**src/rtl/trigger_seq_if.sv**
```systemverilog
// Capture stream bundle around the trigger sequencer: raw input stream (sti_*)
// and the registered output stream with its trigger flag (sto_*).
interface trigger_seq_if #(
  parameter int SDW = 32
);

  logic [SDW-1:0] sti_tdata;
  logic           sti_tvalid;
  logic           sti_tready;
  logic [SDW-1:0] sto_tdata;
  logic           sto_tvalid;
  logic           sto_trigger;
  logic           sto_tready;

  // Sequencer side: consumes sti, produces sto.
  modport slave (
    input  sti_tdata,
    input  sti_tvalid,
    output sti_tready,
    output sto_tdata,
    output sto_tvalid,
    output sto_trigger,
    input  sto_tready
  );

  // Environment side: produces sti, consumes sto.
  modport master (
    output sti_tdata,
    output sti_tvalid,
    input  sti_tready,
    input  sto_tdata,
    input  sto_tvalid,
    input  sto_trigger,
    output sto_tready
  );

endinterface

```
**src/rtl/trigger_seq.sv**
```systemverilog
// Multi-stage sequential trigger. Forwards the capture stream through a
// one-deep register slice and tags the transfer that completes the final
// active stage with sto_trigger.
module trigger_seq #(
  parameter int SDW = 32,
  parameter int TSN = 4,
  parameter int TCW = 16,
  parameter int TNW = $clog2(TSN + 1)
) (
  input  logic               clk,
  input  logic               rst,
  input  logic               ctl_arm,
  input  logic               ctl_disarm,
  input  logic [TSN*SDW-1:0] cfg_msk,
  input  logic [TSN*SDW-1:0] cfg_val,
  input  logic [TSN*TCW-1:0] cfg_cnt,
  input  logic [TNW-1:0]     cfg_nst,
  output logic               sts_arm,
  output logic               sts_fire,
  output logic [TNW-1:0]     sts_stage,
  trigger_seq_if.slave       str
);

  localparam logic [1:0] S_IDLE  = 2'd0;
  localparam logic [1:0] S_ARMED = 2'd1;
  localparam logic [1:0] S_FIRED = 2'd2;

  logic [1:0]     state;
  logic [TNW-1:0] stage;
  logic [TCW-1:0] cnt;
  logic           fire_flag;

  logic [SDW-1:0] tdata_q;
  logic           tvalid_q;
  logic           trig_q;

  logic [TSN-1:0] stage_match;
  logic [TCW-1:0] stage_cnt [TSN];
  logic           cur_match;
  logic [TCW-1:0] cur_cnt;
  logic           in_xfer;
  logic           eval;
  logic           last_stage;
  logic           nst_zero;
  logic           cnt_done;
  logic           fire_now;

  // Per-stage masked compare of the incoming word and per-stage count unpack.
  always_comb begin
    for (int unsigned k = 0; k < TSN; k++) begin
      stage_match[k] = ((str.sti_tdata ^ cfg_val[k*SDW +: SDW]) & cfg_msk[k*SDW +: SDW]) == '0;
      stage_cnt[k]   = cfg_cnt[k*TCW +: TCW];
    end
  end

  // Pick the compare result and required count of the current stage.
  always_comb begin
    cur_match = 1'b0;
    cur_cnt   = '0;
    for (int unsigned k = 0; k < TSN; k++) begin
      if (stage == TNW'(k)) begin
        cur_match = stage_match[k];
        cur_cnt   = stage_cnt[k];
      end
    end
  end

  // Handshake and fire decision for the transfer in this cycle.
  // A transfer coinciding with an arm or disarm pulse is never evaluated.
  always_comb begin
    str.sti_tready = ~tvalid_q | str.sto_tready;
    in_xfer        = str.sti_tvalid & str.sti_tready;
    eval           = in_xfer & (state == S_ARMED) & ~ctl_arm & ~ctl_disarm;
    nst_zero       = (cfg_nst == '0);
    last_stage     = (stage == (cfg_nst - TNW'(1)));
    cnt_done       = (cnt == cur_cnt);
    fire_now       = eval & (nst_zero | (cur_match & cnt_done & last_stage));
  end

  // Sequencer state: disarm beats arm, arm beats stream evaluation.
  always_ff @(posedge clk or negedge rst) begin
    if (!rst) begin
      state     <= S_IDLE;
      stage     <= '0;
      cnt       <= '0;
      fire_flag <= 1'b0;
    end else if (ctl_disarm) begin
      state <= S_IDLE;
      stage <= '0;
      cnt   <= '0;
    end else if (ctl_arm) begin
      state     <= S_ARMED;
      stage     <= '0;
      cnt       <= '0;
      fire_flag <= 1'b0;
    end else if (eval) begin
      if (fire_now) begin
        state     <= S_FIRED;
        fire_flag <= 1'b1;
      end else if (cur_match) begin
        if (cnt_done) begin
          stage <= stage + TNW'(1);
          cnt   <= '0;
        end else begin
          cnt <= cnt + TCW'(1);
        end
      end else begin
        cnt <= '0;
      end
    end
  end

  // Output register slice: load on input transfer, empty on drain-only cycles.
  always_ff @(posedge clk or negedge rst) begin
    if (!rst) begin
      tdata_q  <= '0;
      tvalid_q <= 1'b0;
      trig_q   <= 1'b0;
    end else if (in_xfer) begin
      tdata_q  <= str.sti_tdata;
      tvalid_q <= 1'b1;
      trig_q   <= fire_now;
    end else if (str.sto_tready) begin
      tvalid_q <= 1'b0;
      trig_q   <= 1'b0;
    end
  end

  // Drive stream outputs and status from the registered state.
  always_comb begin
    str.sto_tdata   = tdata_q;
    str.sto_tvalid  = tvalid_q;
    str.sto_trigger = trig_q;
    sts_arm         = (state == S_ARMED);
    sts_fire        = fire_flag;
    sts_stage       = stage;
  end

endmodule

```
**src/flat_wrapper.sv**
```systemverilog
// flat-port wrapper written by rule: the top's interface ports become plain ports
module trigger_seq_flat 
#(
  parameter int SDW = 32,
  parameter int TSN = 4,
  parameter int TCW = 16,
  parameter int TNW = $clog2(TSN + 1)
)
  (clk, rst, ctl_arm, ctl_disarm, cfg_msk, cfg_val, cfg_cnt, cfg_nst, sts_arm, sts_fire, sts_stage, str_sti_tdata, str_sti_tvalid, str_sti_tready, str_sto_tdata, str_sto_tvalid, str_sto_trigger, str_sto_tready);
  trigger_seq_if #(.SDW(SDW)) str_i ();
  input  logic clk;
  input  logic rst;
  input  logic ctl_arm;
  input  logic ctl_disarm;
  input  logic [TSN*SDW-1:0] cfg_msk;
  input  logic [TSN*SDW-1:0] cfg_val;
  input  logic [TSN*TCW-1:0] cfg_cnt;
  input  logic [TNW-1:0] cfg_nst;
  output logic sts_arm;
  output logic sts_fire;
  output logic [TNW-1:0] sts_stage;
  input wire logic [$bits(str_i.sti_tdata)-1:0] str_sti_tdata;
  input wire logic [$bits(str_i.sti_tvalid)-1:0] str_sti_tvalid;
  output wire logic [$bits(str_i.sti_tready)-1:0] str_sti_tready;
  output wire logic [$bits(str_i.sto_tdata)-1:0] str_sto_tdata;
  output wire logic [$bits(str_i.sto_tvalid)-1:0] str_sto_tvalid;
  output wire logic [$bits(str_i.sto_trigger)-1:0] str_sto_trigger;
  input wire logic [$bits(str_i.sto_tready)-1:0] str_sto_tready;
  assign str_i.sti_tdata = str_sti_tdata;
  assign str_i.sti_tvalid = str_sti_tvalid;
  assign str_sti_tready = str_i.sti_tready;
  assign str_sto_tdata = str_i.sto_tdata;
  assign str_sto_tvalid = str_i.sto_tvalid;
  assign str_sto_trigger = str_i.sto_trigger;
  assign str_i.sto_tready = str_sto_tready;
  trigger_seq #(.SDW(SDW), .TSN(TSN), .TCW(TCW), .TNW(TNW)) u_core (.clk(clk), .rst(rst), .ctl_arm(ctl_arm), .ctl_disarm(ctl_disarm), .cfg_msk(cfg_msk), .cfg_val(cfg_val), .cfg_cnt(cfg_cnt), .cfg_nst(cfg_nst), .sts_arm(sts_arm), .sts_fire(sts_fire), .sts_stage(sts_stage), .str(str_i));
endmodule
```
**config.mk**
```make
export PLATFORM = sky130hd
export DESIGN_NAME = trigger_seq_flat
export DESIGN_NICKNAME = d
export VERILOG_FILES = /design/src/rtl/trigger_seq_if.sv /design/src/rtl/trigger_seq.sv /design/src/flat_wrapper.sv
export SDC_FILE = /design/constraint.sdc
export NUM_CORES = 1
export LEC_CHECK = 0
export CORE_AREA = 8 8 148 150
export DETAILED_ROUTE_END_ITERATION = 7
export DIE_AREA = 0 0 156 158
export GPL_TIMING_DRIVEN = 1
export PLACE_DENSITY = 0.71
export RECOVER_POWER = 100
export SYNTH_ARGS = -nofsm -noshare
export SYNTH_HDL_FRONTEND = slang
export SYNTH_SLANG_ARGS = --single-unit
```
**constraint.sdc**
```tcl
create_clock -name clk -period 8.05 [get_ports clk]
set_input_delay 1.61 -clock clk [delete_from_list [all_inputs] [get_ports clk]]
set_output_delay 1.61 -clock clk [all_outputs]
set_load 0.005 [all_outputs]
```
Yosys cells after proc, flatten, opt, wreduce, memory -nomap -nowiden:

Index checks and enable logic that the tools add are counted.

* word-level logic and storage cells: 84
* bits of input ports: 361
* register bits after elaboration: 56
* output and inout port bits: 40

* add/sub/neg operators: 3
* eq/ne operators: 7
* multiplexer cells: 30
* bitwise logic cells: 20
* reductions and logical operators: 17

Operators with widths (count)
* 16-bit two-way mux: 10
* 32-bit AND: 4
* 32-bit zero test: 4
* 32-bit bitwise XOR: 4
* 3-bit two-way mux: 6
* 16-bit by 1-bit adder with 16-bit output, second input constant: 1
* 16-bit equality test: 1
* 3-bit nonzero test: 4
* 1-bit two-way mux: 10
* 2-bit two-way mux: 4
* 1-bit AND: 7
* 3-bit by 2-bit equality test with 1-bit output, second input constant: 2
* 3-bit zero test: 2
* 2-bit nonzero test: 3
* 2-bit AND reduction: 2
* 4-bit AND reduction: 1
* 3-bit by 1-bit adder with 3-bit output, second input constant: 1
* 3-bit by 1-bit equality test with 1-bit output, second input constant: 1
* 3-bit equality test: 1
* 3-bit != test, second input constant: 1
* 1-bit inverter: 3
* 3-bit AND reduction: 1
* 3-bit by 1-bit subtractor with 3-bit output, second input constant: 1
* 2-bit by 1-bit equality test with 1-bit output, second input constant: 1
* 1-bit OR: 2

Depth between registers and ports, before layout:

Gate-level depths: netlist (run 1).

* depth after elaboration: 15
* depth in mapped cells: 15
* mapped depth without buffers: 11

Worst setup path after synthesis (run 1):

Ideal clock, no wire load.

* path type: in2reg
* start point: in str_sti_tdata[7]
* end point: reg u_core.cnt[2]
* setup slack: 4.278 ns
* stages on the path: 11
* data arrival time: 3.652 ns
* cell sequence: clkbuf_1 xor2_1 a22oi_1 nand4b_1 nor4_1 a22oi_1 a2111oi_4 o21ai_2 and2_4 buf_6 a31o_1

* word-level cells in the longest chain between the ends: 13
* elaborated cells between the ends (all ways): 27
* classes of those cells: 1 x eq/ne; 9 x mux; 12 x bitwise; 5 x reduce/logical

RTL lines
* from (decl): RTL line flat_wrapper.sv:22 `input wire logic [$bits(str_i.sti_tdata)-1:0] str_sti_tdata;`
* 32-bit bitwise XOR: RTL line trigger_seq.sv:51 `stage_match[k] = ((str.sti_tdata ^ cfg_val[k*SDW +: SDW]) & cfg_msk[k*SDW +: SDW]) == '0;`
* 32-bit AND: RTL line trigger_seq.sv:51
* 32-bit zero test: RTL line trigger_seq.sv:51
* 1-bit two-way mux (3 in series): RTL line trigger_seq.sv:61 `if (stage == TNW'(k)) begin`
* 1-bit two-way mux (*): RTL line trigger_seq.sv:61
* 1-bit AND (2 in series): RTL line trigger_seq.sv:77 `fire_now = eval & (nst_zero | (cur_match & cnt_done & last_stage));`
* 1-bit OR: RTL line trigger_seq.sv:77
* 1-bit AND: RTL line trigger_seq.sv:77
* 3-bit != test (no line)
* 2-bit AND reduction (no line)
* to (signal assigned): RTL line trigger_seq.sv:105 `cnt <= cnt + TCW'(1);`
* to (decl): RTL line trigger_seq.sv:30 `logic [TCW-1:0] cnt;`

Every way passes the cells marked *; elsewhere a longest branch is shown, timed or not. The select of a mux whose other input is x is not followed.
A chain may end at the register's enable or synchronous reset.

Worst setup path in the final report (run 1):

* start point: in str_sto_tready
* end point: reg u_core.cnt[5]

* word-level cells in the longest chain between the ends: 8
* elaborated cells between the ends (all ways): 9
* classes of those cells: 1 x eq/ne; 6 x bitwise; 2 x reduce/logical

RTL lines
* from (decl): RTL line flat_wrapper.sv:28 `input wire logic [$bits(str_i.sto_tready)-1:0] str_sto_tready;`
* 1-bit OR (*): RTL line trigger_seq.sv:71 `str.sti_tready = ~tvalid_q | str.sto_tready;`
* 1-bit AND (*): RTL line trigger_seq.sv:72 `in_xfer = str.sti_tvalid & str.sti_tready;`
* 1-bit AND (*) (3 in series): RTL line trigger_seq.sv:73 `eval = in_xfer & (state == S_ARMED) & ~ctl_arm & ~ctl_disarm;`
* 1-bit AND: RTL line trigger_seq.sv:77
* 3-bit != test (no line)
* 2-bit AND reduction (no line) (*)

Every way passes the cells marked *; elsewhere a longest branch is shown, timed or not.

==> reports/qor.yml, run 1 <==
route:
  drc_errors: 0
  wirelength_mm: 39.4
  vias_per_cell: 5.45
  antenna_left: 0
  vias: 7423
  wl_per_cell_um: 28.9
  drt_iter0_markers: 597
  first_pass_iters: 5
synth:
  synth-main-ff-cell: "dfrtp_1"
  yosys-top-cells-area: "dfrtp_1 (23%), xor2_1 (20%), a22oi_1 (7.7%), mux2_2 (6.5%), nand2_1 (5.0%)"
  ys_ff_latch: 56
  ys_seq_area_frac: 0.232
  synth.largest_area_cell: "dfrtp_1"
  yosysWarnings: 0
  syn-num-nets: 1097
  synth.top_cell.area_share: 0.232
  async_reset_ff_frac: 1.00
  ys_types: 63
  syn_inst: 728
  avgSynthCellArea_um2: 8.31
  syn_area_um2: 6050
  synth_edf_count: 0
clocking:
  cts-hold-fix-buffers: 0
  cts_tree: "yes"
  cts-resized-gates: 0
  numCtsBuffers: 5
  root_buffer: "clkbuf_16"
  cts.clk_slew.worst_paths_ns: 0.08
  cts_setup_buffers: 0
  cts_buffer_depth: 2
  cts.htree.levels: 2
  insertion_delay_ns: 0.30
  cts_sinks: 56
global_route:
  first_global_vias: 7719
  grtUsageTotal: 0.309
  antenna_found_initial: 11
  grt_overflow: 0
  grt_pass1_wl_mm: 54.3
  grt_max_degree: 57
sta:
  slew_viol_final: 109
  slew_headroom: -1.20
  period_minus_slack_ns: 5.70
  hold_viol_final: 0
  fin_setup_tns_ns: 0
  worst_pin_slew_ns: 3.30
  layout_setup_ws_ns: 2.35
  rsz0062_at_grt: "no"
  final-setup-viol-count: 0
  fmax_mhz: 175
  timing.final.crit_share: 0.708
  clock_skew_ns: 0.00377
job:
  maxCapViolations: 3
cells_and_area:
  final_cells: 1363
  areaGrowthSynthToFinish_pct: 71.1
  stdcell_area_um2: 10400
  drive_above_1_share: 0.0470
  fin_nets: 1453
min_path:
  hold_class: "flop to flop"
placement:
  place_hpwl_mm: 34.0
  routabilityCongestion: 1.02
  place_ws_ns: 2.98
  portBuffers: 400
  postPlaceCellArea_um2: 10200
  dp.cells: 1347
floorplanning:
  start_util: 0.307
  die_w_um: 156
  num_io_pins: 401
  rows: 52
  chipHeight_um: 158
  core_um2: 19700
  dieArea_um2: 24600
pwr:
  p_leak_nw: 4.15
  p_int_mw: 0.728
  pwr-share-seq: 0.299
  powerDensity_nw_per_um2: 103
  swShare: 0.318
  pwr-share-clk: 0.247
  ir_drop_mv: 0.0948
  comb_power_share: 0.454
  power_switching_mw: 0.340
critical_path:
  critPathArrivalTime_ns: 5.95
  endpoint_kind: "flop"
  cp.required_ns: 8.29
  start_kind: "primary input"
  critPathKind: "primary input to flop"
  path_max_fanout: 35
status:
  violations: "capacitance limit, slew limit"
  outcome: "finished, violations left"
-- path summary, 6_finish.rpt --
path	slack, ns	cells after the start	endpoint	startpoint
min in group asynchronous	2.50	2	u_core.cnt[12]	rst
setup / recovery	2.35	8	u_core.cnt[5]	str_sto_tready
max in group asynchronous	3.69	2	u_core.str.sto_tdata[8]	rst
setup reg to reg	3.35	12	u_core.cnt[5]	u_core.sts_stage[1]
hold reg to reg	0.51	1	u_core.str.sto_tdata[20]	u_core.str.sto_tdata[20]
hold / removal	0.51	1	u_core.str.sto_tdata[20]	u_core.str.sto_tdata[20]
-- placed cells by master (no fill, tap or decap), drive strengths merged, types with 24 or more instances in the layout --
| cell type | n |
|---|---|
| a22oi | 62 |
| clkdlybuf4s50 | 359 |
| dfrtp | 56 |
| dlygate4sd3 | 40 |
| inv | 28 |
| mux2 | 35 |
| nand2 | 81 |
| nand3 | 24 |
| nand4 | 40 |
| xor2 | 137 |
-- worst max-delay path, stage by stage --
cell and delay [ns]:
dlygate4sd3_1 0.53, nand2b_1 0.14, nand2_1 0.06, clkbuf_1 0.82
or3_1 0.72, o21ai_0 1.25, and2_0 0.57, a31o_1 0.21
-- cell usage after synthesis, types with 4 or more instances --
master    count
o22ai_1       5
nand2_1      81
clkbuf_1     48
o21ai_0      11
inv_1        28
a211oi_1      5
and3_1        7
buf_6         4
a221oi_1     15
nand2b_1      4
nor2_1       18
nand3_1      24
nand4_1      40
nor2b_1       9
nor3_1       14
nor4_1        9
ha_1          8
o211ai_1      6
dfrtp_1      56
xor2_1      137
xnor2_1       9
mux2_2       35
mux2i_1      12
a21oi_1      15
a22oi_1      62
-- power by group through the flow --
stage | Clock [mW] | Sequential [mW] | Combinational (mW)
6_report | 0.264 | 0.319 | 0.486
5_1_grt | 0.279 | 0.322 | 0.511
4_1_cts | 0.268 | 0.319 | 0.493
3_5_place_dp | 0 | 0.325 | 0.489
3_3_place_gp | 0 | 0.324 | 0.491
2_1_floorplan | 0 | 0.325 | 0.164
-- metrics by stage --
stage / total power, mW / hold WS [ns] / utilization
finish: 1.07 / 0.505 / 0.525
global placement: 0.816 / 0.486 / 0.516
CTS: 1.08 / 0.510 / 0.525
floorplan: 0.489 / 0.477 / -
detailed placement: 0.814 / 0.492 / 0.516
global route: 1.11 / 0.510 / 0.525
-- sequential cells by signal, indices dropped and copies added, names as in the netlist --
name,flops
u_core.str.sto_tdata,32
u_core.sts_stage,3
u_core.cnt,16
u_core.sts_fire,1
u_core.str.sto_tvalid,1
u_core.state,2
u_core.str.sto_trigger,1
-- final cells by class --
cell class | count | area (um^2)
fill | 1855 | 9360
multi-input combinational | 587 | 4290
timing repair buffer | 405 | 4030
sequential | 56 | 1400
tap | 270 | 338
clock buffer | 5 | 125
inverter | 29 | 109
clock inverter | 3 | 47.5
antenna | 8 | 20.0
-- cell families after synthesis --
logic type      after synthesis  share of synthesized area
mux                          47                     0.0850
buf+inv                      85                     0.0589
compound gates              166                      0.214
fa+ha+maj                     8                     0.0165
simple gates                220                      0.183
flops                        56                      0.231
xor+xnor                    146                      0.211
-- metal layers --
metal	GRT usage	wire, um	part of all wire
met3	0.0677	3040	0.077
met2	0.538	19300	0.49
met5	0	27	0.00069
met4	0.138	1730	0.044
met1	0.358	15300	0.39
No activity file was read; power rests on OpenSTA's default activity.
==> run 2: changes to the inputs <==
--- a/config.mk
+++ b/config.mk
@@ -5,9 +5,9 @@
 export SDC_FILE = /design/constraint.sdc
 export NUM_CORES = 1
 export LEC_CHECK = 0
-export CORE_AREA = 8 8 148 150
+export CORE_AREA = 8 8 151 153
 export DETAILED_ROUTE_END_ITERATION = 7
-export DIE_AREA = 0 0 156 158
+export DIE_AREA = 0 0 159 161
 export GPL_TIMING_DRIVEN = 1
 export PLACE_DENSITY = 0.71
 export RECOVER_POWER = 100
==> constraint.sdc (replaced) <==
create_clock -name clk -period 4.8 [get_ports clk]
set_input_delay 0.96 -clock clk [delete_from_list [all_inputs] [get_ports clk]]
set_output_delay 0.96 -clock clk [all_outputs]
set_load 0.005 [all_outputs]
==> run 2 against run 1 <==
The run still ends with capacitance limit, slew limit left. Critical path depth rose by 3. Register-to-register slack got worse by 2.8 ns. Routed wire length rose by 0.83%. Non-clock buffer count rose by 5. First-iteration DRC count fell by 1.5%. Sequential share of layout area fell by 0.072 points. Clock power rose by 68%. Cell count rose by 1.2%. Clock skew rose by 0.0073 ns. Largest cell class unchanged.
==> reports/qor.yml, run 2 (synthesized netlist as in run 1, its figures left out) <==
status:
  outcome: "finished, violations left"
  violations: "capacitance limit, slew limit"
sta:
  timing.final.crit_share: 0.888
  worst_pin_slew_ns: 3.28  # -0.0194 ns
  final-setup-viol-count: 0  # unchanged
  hold-worst-slack_ns: 0.463  # -0.0419 ns
  hold_viol_final: 0  # unchanged
  slew_viol_final: 89  # -18%
  period_minus_slack_ns: 4.26
  rsz0062_at_grt: "no"
  fin_setup_tns_ns: 0  # unchanged
  clock_skew_ns: 0.0111  # +0.00732 ns
  slew_headroom: -1.19  # +0.0130
  fmax_mhz: 235
cells_and_area:
  areaGrowthSynthToFinish_pct: 72.0
  drive_above_1_share: 0.0523  # +0.00529
  largest_register_ffs: 32  # unchanged
  fin_nets: 1458  # +0.34%
  fill_cells: 2017  # +8.7%
  final_common_cell: "clkdlybuf4s50_1"
  layout_common_cells: "clkdlybuf4s50_1 (359), xor2_1 (137), nand2_1 (81)"
clocking:
  cts_setup_buffers: 0  # unchanged
  cts_buffer_depth: 2  # unchanged
  cts-resized-gates: 0  # unchanged
  cts_sinks: 56  # unchanged
  cts.htree.levels: 2  # unchanged
  numCtsBuffers: 5  # unchanged
  cts-hold-fix-buffers: 0  # unchanged
  insertion_delay_ns: 0.32  # +0.02 ns
  root_buffer: "clkbuf_16"
  cts_tree: "yes"
  cts.clk_slew.worst_paths_ns: 0.07  # about the same
floorplanning:
  dieArea_um2: 25600  # +3.9%
  core_um2: 20600  # +4.3%
  chipHeight_um: 161  # +1.9%
  rows: 53  # +1.9%
  num_io_pins: 401  # unchanged
  start_util: 0.294  # -0.0126
  die_w_um: 159  # +1.9%
route:
  vias: 7519  # +1.3%
  drc_errors: 0  # unchanged
  antenna_left: 0  # unchanged
  wl_per_cell_um: 28.8  # -0.34%
  wirelength_mm: 39.7  # +0.83%
  first_pass_iters: 5  # unchanged
  vias_per_cell: 5.45  # +0.12%
  drt_iter0_markers: 588  # -1.5%
critical_path:
  path_max_fanout: 15  # -57%
  critPathArrivalTime_ns: 4.47  # -1.48 ns
  endpoint_kind: "flop"
  critPathLaunch: "u_core.sts_stage[0]"
  reg2reg_from: "u_core.sts_stage[0]"
  start_kind: "flop"
  cp.required_ns: 5.00  # -3.29 ns
  critPathKind: "flop to flop"
placement:
  portBuffers: 400  # unchanged
  routabilityCongestion: 0.993  # -2.2%
  place_hpwl_mm: 34.2  # +0.45%
global_route:
  grt_overflow: 0  # unchanged
  grt_max_degree: 54  # -5.3%
  grt_pass1_wl_mm: 55.4  # +2.0%
  antenna_found_initial: 18  # +7
  grtUsageTotal: 0.296  # -0.0134
  first_global_vias: 7791  # +0.93%
job:
  maxCapViolations: 2  # -1
pwr:
  powerDensity_nw_per_um2: 172  # +67%
  p_leak_nw: 4.17  # +0.49%
  finalPower_mw: 1.79  # +68%
  ir_drop_mv: 0.132  # +39%
min_path:
  hold_class: "primary input to async pin"
## run 2: changes by cell type in the layout (fill, tap and decap cells not counted)
cell	change
clkinvlp_4	+1
o21ai_1	+1
o21ai_0	-1
clkbuf_1	+1
clkinv_4	-2
and2_4	+1
mux2_1	-1
clkinv_2	+1
diode_2	+6
mux2_2	+1
buf_2	-1
buf_4	+5
and2_0	-1
## run 2: path summary, 6_finish.rpt
path                                       endpoint  slack [ns]  cells past startpoint
min                                   u_core.cnt[0]        0.46                      1
max in group asynchronous   u_core.str.sto_tdata[2]        0.96                      2
min reg2reg                u_core.str.sto_tdata[24]        0.50                      1
max reg2reg                           u_core.cnt[2]        0.54                     11
max                                   u_core.cnt[2]        0.54                     11
min in group clk           u_core.str.sto_tdata[24]        0.50                      1
## run 2: cell type report
class	count	area, um^2	share of cell area
diodes	14	35.0	0.00337
clock buffers	5	125	0.0120
clock inverters	3	42.5	0.00409
inverters	29	109	0.0105
multi-input cells	587	4290	0.412
flip-flops and latches	56	1400	0.135
well taps	275	344	0.0331
repair buffers	410	4060	0.390
## run 2: power by group
part           internal (mW)  total, mW  leakage, nW  switching [mW]
clock network          0.246      0.444       0.0799           0.198
logic                  0.463      0.815         3.38           0.353
registers              0.512      0.533        0.705          0.0208
## run 2: worst max-delay path, stage by stage, from the launching register on
cell and delay [ns]:
dfrtp_1 0.46, inv_1 0.14, ha_1 0.63, inv_1 0.34, o211a_1 0.28, mux2_2 0.25
a211oi_1 0.44, a32oi_1 0.29, a2111oi_4 0.40, o21ai_1 0.38, and2_4 0.33, a31o_1 0.22
## run 2: through the flow
stage / utilization / worst slack (ns) / cell area (um^2) / instances
floorplan: - / 1.68 / 6050 / 728
global placement: 0.497 / 0.578 / 10200 / 1357
detailed placement: 0.497 / 0.538 / 10200 / 1357
CTS: 0.505 / 0.744 / 10400 / 1365
global route: 0.506 / 0.322 / 10400 / 1378
finish: 0.506 / 0.536 / 10400 / 1379
## run 2: layer usage
| metal | track usage | vias to the layer above | share of wire |
|---|---|---|---|
| li1 | - | 3417 | - |
| met1 | 0.334 | 3624 | 0.39 |
| met2 | 0.521 | 390 | 0.50 |
| met3 | 0.0664 | 78 | 0.066 |
| met4 | 0.142 | 10 | 0.042 |
| met5 | 0 | - | 0.0018 |
